### src/rtl/product_acc_pkg.sv
// Shared types and default widths for the product accumulator datapath.
// The helper is the saturating add at default tile widths; sat_adder is its width-generic form.
package product_acc_pkg;

  localparam int IN_W  = 8;
  localparam int ACC_W = 12;
  localparam int LEN_W = 4;

  typedef enum logic [1:0] {IDLE, ACCUM, DONE} state_t;

  // Returns {overflow, clamped sum}.
  function automatic logic [ACC_W:0] satadd(input logic [ACC_W-1:0] acc,
                                            input logic [IN_W-1:0]  d);
    logic [ACC_W:0] s;
    s = {1'b0, acc} + {{(ACC_W+1-IN_W){1'b0}}, d};
    return s[ACC_W] ? {1'b1, {ACC_W{1'b1}}} : s;
  endfunction

endpackage

### src/rtl/product_accumulator_sat_adder.sv
// Combinational saturating adder: accumulator plus zero-extended product, clamped to all-ones.
module product_accumulator_sat_adder #(
  parameter int IN_W  = 8,
  parameter int ACC_W = 12
) (
  input  logic [ACC_W-1:0] i_acc,
  input  logic [IN_W-1:0]  i_data,
  output logic [ACC_W-1:0] o_sum,
  output logic             o_ovf
);

  logic [ACC_W:0] w_full;

  assign w_full = {1'b0, i_acc} + {{(ACC_W+1-IN_W){1'b0}}, i_data};
  assign o_ovf  = w_full[ACC_W];
  assign o_sum  = w_full[ACC_W] ? {ACC_W{1'b1}} : w_full[ACC_W-1:0];

endmodule

### src/rtl/product_accumulator.sv
// Sums a programmed number of multiplier products into a saturating accumulator
// and hands the result out over a valid/ready handshake.
module product_accumulator #(
  parameter int IN_W  = product_acc_pkg::IN_W,
  parameter int ACC_W = product_acc_pkg::ACC_W,
  parameter int LEN_W = product_acc_pkg::LEN_W
) (
  input  logic             clk,
  input  logic             rst,
  input  logic             start,
  input  logic [LEN_W-1:0] len,
  input  logic [IN_W-1:0]  in_data,
  input  logic             in_valid,
  output logic             in_ready,
  output logic [ACC_W-1:0] out_sum,
  output logic [LEN_W-1:0] out_count,
  output logic             out_valid,
  input  logic             out_ready,
  output logic             busy,
  output logic             sat
);

  import product_acc_pkg::*;

  state_t           r_state;
  logic [ACC_W-1:0] r_acc;
  logic [LEN_W-1:0] r_cnt;
  logic [LEN_W-1:0] r_len;
  logic             r_sat;

  logic             w_beat;
  logic             w_start_ok;
  logic [ACC_W-1:0] w_sum;
  logic             w_ovf;

  product_accumulator_sat_adder #(
    .IN_W  (IN_W),
    .ACC_W (ACC_W)
  ) u_sat_adder (
    .i_acc  (r_acc),
    .i_data (in_data),
    .o_sum  (w_sum),
    .o_ovf  (w_ovf)
  );

  assign w_beat     = in_valid && (r_state == ACCUM);
  assign w_start_ok = start && (len != '0);

  always_ff @(posedge clk) begin
    if (rst) begin
      r_state <= IDLE;
      r_acc   <= '0;
      r_cnt   <= '0;
      r_len   <= '0;
      r_sat   <= 1'b0;
    end else begin
      case (r_state)
        IDLE: begin
          if (w_start_ok) begin
            r_len   <= len;
            r_acc   <= '0;
            r_cnt   <= '0;
            r_sat   <= 1'b0;
            r_state <= ACCUM;
          end
        end
        ACCUM: begin
          if (w_beat) begin
            r_acc <= w_sum;
            r_cnt <= r_cnt + 1'b1;
            if (w_ovf) r_sat <= 1'b1;
            if (r_cnt == r_len - 1'b1) r_state <= DONE;
          end
        end
        DONE: begin
          // A start coinciding with the handshake chains straight into the next run.
          if (out_ready) begin
            if (w_start_ok) begin
              r_len   <= len;
              r_acc   <= '0;
              r_cnt   <= '0;
              r_sat   <= 1'b0;
              r_state <= ACCUM;
            end else begin
              r_state <= IDLE;
            end
          end
        end
        default: r_state <= IDLE;
      endcase
    end
  end

  assign in_ready  = (r_state == ACCUM);
  assign out_valid = (r_state == DONE);
  assign busy      = (r_state != IDLE);
  assign out_sum   = r_acc;
  assign out_count = r_cnt;
  assign sat       = r_sat;

endmodule

### config.mk
export PLATFORM = sky130hd
export DESIGN_NAME = product_accumulator
export DESIGN_NICKNAME = d
export VERILOG_FILES = /design/src/rtl/product_acc_pkg.sv /design/src/rtl/product_accumulator_sat_adder.sv /design/src/rtl/product_accumulator.sv
export SDC_FILE = /design/constraint.sdc
export NUM_CORES = 1
export LEC_CHECK = 0
export BUFFER_PORTS_ARGS = -buffer_cell sky130_fd_sc_hd__buf_2
export CORE_UTILIZATION = 47
export DETAILED_ROUTE_END_ITERATION = 10
export PLACE_DENSITY = 0.75
export SETUP_SLACK_MARGIN = 0.05
export SLEW_MARGIN = 30
export SYNTH_ARGS = -nofsm -noshare
export SYNTH_HDL_FRONTEND = slang
export SYNTH_SLANG_ARGS = --single-unit
### constraint.sdc
create_clock -name clk -period 2.4 [get_ports clk]
set_clock_uncertainty 0.1 [all_clocks]
set_input_delay 0.48 -clock clk [delete_from_list [all_inputs] [get_ports clk]]
set_output_delay 0.48 -clock clk [all_outputs]
set_load 0.01 [all_outputs]
==> results by group <==
Status
  – Outcome: finished with violations
  – Failing checks: DRC

Clocking
  – Post-CTS setup buffers: 0
  – Sinks on Clock Net: 23
  – CTS tree: done
  – CTS Root Cell: clkbuf_4
  – TritonCTS Buffers: 3
  – Clk buf depth: 2
  – Clock latency on the worst-skew pair: 0.30 ns
  – Clock-pin slew on the worst setup and hold paths: 0.13 ns
  – H-tree levels: 1

Timing
  – Period utilization: 93.07%
  – Transition time of the tightest slew-check pin: 0.5253 ns
  – Final setup viols: 0
  – Max frequency: 447.7 MHz
  – Minimum clock period: 2.234 ns
  – Max-slew violations: 0
  – Hold Vio Cnt, Final: 0
  – Rel. slew slack: 64.65%
  – Worst hold slack: 0.3253 ns
  – Unrepaired setup endpoints after global routing: no
  – Fin Setup TNS: 0 ns

Critical path
  – CP endpoint kind: flip-flop
  – Max FO, Critical Path: 3
  – Slowest CP cell: a311oi_1
  – Crit path cell chain: ha_1, or2_2, a311oi_1, a211o_1, a21oi_1, or3_1
  – Crit start category: flip-flop
  – WP data required: 2.51 ns
  – CP Data Arrival Time: 2.34 ns
  – Type of the worst setup path: flip-flop to flip-flop
  – Critical path's largest stage delay: 0.47 ns

Hold path
  – Worst Hold Class: input pin to flip-flop

Routing
  – DRC: 1
  – DR iter-0 viols: 47
  – DRT Pass-1 Iters: 7
  – Via-per-instance ratio: 5.833
  – ANT nets after route: 0
  – Routed length per instance: 14.06 um
  – Vias: 1400
  – Post-Route WL: 3.375 mm

Global route
  – Largest net degree at the start of global routing: 23
  – First-pass GRT wire length: 5.589 mm
  – Initial antenna violation count: 0
  – Total congestion overflow: 0
  – Total GRT Usage: 21.19%
  – Vias in the first global route: 1257

Yosys
  – Mean Syn Cell Area: 8.758 um^2
  – Mapped Area: 1445 um^2
  – Distinct cells, synth: 48
  – Synth warn: 0
  – Synth Net Count: 193
  – Async S/R FF share, synth: 0%
  – Synth Instances: 165
  – Top FF cell, synth: dfxtp_1
  – Post-synth EDFFs: 0
  – Seq/Total Area, Yosys: 31.86%
  – Synthesized flop and latch total: 23

Die
  – I/O pins: 37
  – Die W: 57.45 um
  – Placement Rows: 19
  – Core box area: 2829 um^2
  – Die Y: 57.45 um
  – Die area: 3301 um^2
  – Initial Utilization: 51.08%

Pwr
  – P_leak: 0.7974 nW
  – P_sw: 0.2281 mW
  – Power share of the combinational group: 23.4%
  – Sequential Power Share: 53.1%
  – Sw Share: 29.70%
  – Clk network pwr share: 23.4%
  – Max VDD drop: 0.2909 mV
  – Pwr per Cell Area: 442.0 nW/um^2
  – Internal power: 0.5400 mW

Cells and area
  – Most common cell after layout, fill and taps aside: buf_2
  – # diodes: 0
  – Area Growth Syn to Fin: 20.26%
  – Post-layout nets: 238
  – Most frequent cells in the layout: buf_2, dfxtp_1, a21oi_1
  – Share of cells above drive strength 1: 29.67%

Placement
  – Final GP Congestion: 0.8686
  – Final HPWL DP: 2.614 mm
  – PortBufs: 36

Job
  – Max-capacitance violation count: 0
## worst max-delay path: cells and delay by family, from the launching register on
kind / cells / cell delay [ns]
flops: 1 / 0.39
compound gates: 3 / 0.72
fa+ha+maj: 1 / 0.26
simple gates: 2 / 0.67
## timing repair
action                                  4_1_cts  5_1_grt
hold buffers                                  0        0
endpoints found under the setup margin        0        2
resized for setup                             0        2
## logic make-up after synthesis
family,after synthesis,share of synthesized area [%]
and+or+nand+nor,54,21.47
AOI/OAI and AO/OA,49,22.77
DFF,23,31.86
buffers and inverters,13,4.416
xor gates and xnor gates,11,6.667
adders and majority gates,11,10.04
muxes,4,2.771
## layout make-up
class	count	area, um^2
sequential	23	460.4
fill	267	1091
multi-input combinational	129	929.6
inverter	7	26.28
clock buffer	3	22.52
timing repair buffer	46	255.2
clock inverter	1	5.005
tap	31	38.79
## flip-flops by register name, summed over array words and instances, names as in the netlist
register	count
r_len	4
r_state	2
out_count	4
out_sum	12
sat	1
## metrics by stage
step           power [mW]  std cells  area, um^2  worst slack [ns]  util, %
3_5_place_dp       0.5935        236        1702           -0.1003    60.15
5_1_grt            0.8111        240        1738           0.04314    61.43
3_3_place_gp       0.5855        236        1702          -0.02984    60.15
4_1_cts            0.7672        240        1729            0.1568    61.12
6_report           0.7681        240        1738            0.1664    61.43
2_1_floorplan      0.5337        165        1445            0.1200        -
## synth_stat cells (2+ instances only)
cell type	n	area, um^2
clkbuf_1	3	11.26
a211oi_1	2	15.01
or2_2	4	25.02
a21o_1	2	15.01
o21bai_1	2	15.01
nor2_1	14	52.55
a311oi_1	2	17.52
nor3_1	2	10.01
mux2i_1	4	40.04
nand3b_1	2	15.01
buf_4	2	15.01
nand3_1	5	25.02
o31ai_1	2	15.01
nor4_1	2	12.51
ha_1	10	125.1
dfxtp_1	23	460.4
xor2_1	7	61.31
inv_1	7	26.28
or3_1	4	25.02
a32oi_1	2	17.52
and2_1	2	12.51
a21oi_1	18	90.09
a22oi_1	3	22.52
a211o_1	3	26.28
a31oi_1	3	18.77
o21ai_0	3	15.01
xnor2_1	4	35.03
nand2_1	8	30.03
## metal layers
layer | track usage [%] | part of all wire, %
met5 | 0 | 0
met3 | 2.041 | 4.1
met4 | 4.530 | 0.39
met2 | 39.04 | 50
met1 | 26.54 | 45
## power groups by stage
stage	clock network (mW)	registers (mW)	logic, mW
floorplan	0	0.417	0.117
global placement	0	0.416	0.170
detailed placement	0	0.417	0.177
CTS	0.182	0.408	0.177
global route	0.201	0.411	0.199
finish	0.180	0.408	0.180
## path summary, 6_finish.rpt
kind / startpoint / end / slack [ns] / depth (start not counted)
worst min register to register: sat / sat / 0.37 / 2
worst min-delay path: len[0] / r_len[0] / 0.33 / 3
worst max-delay path: out_sum[5] / out_sum[7] / 0.17 / 6
worst max register to register: out_sum[5] / out_sum[7] / 0.17 / 6
(Power assumes the default switching activity.)
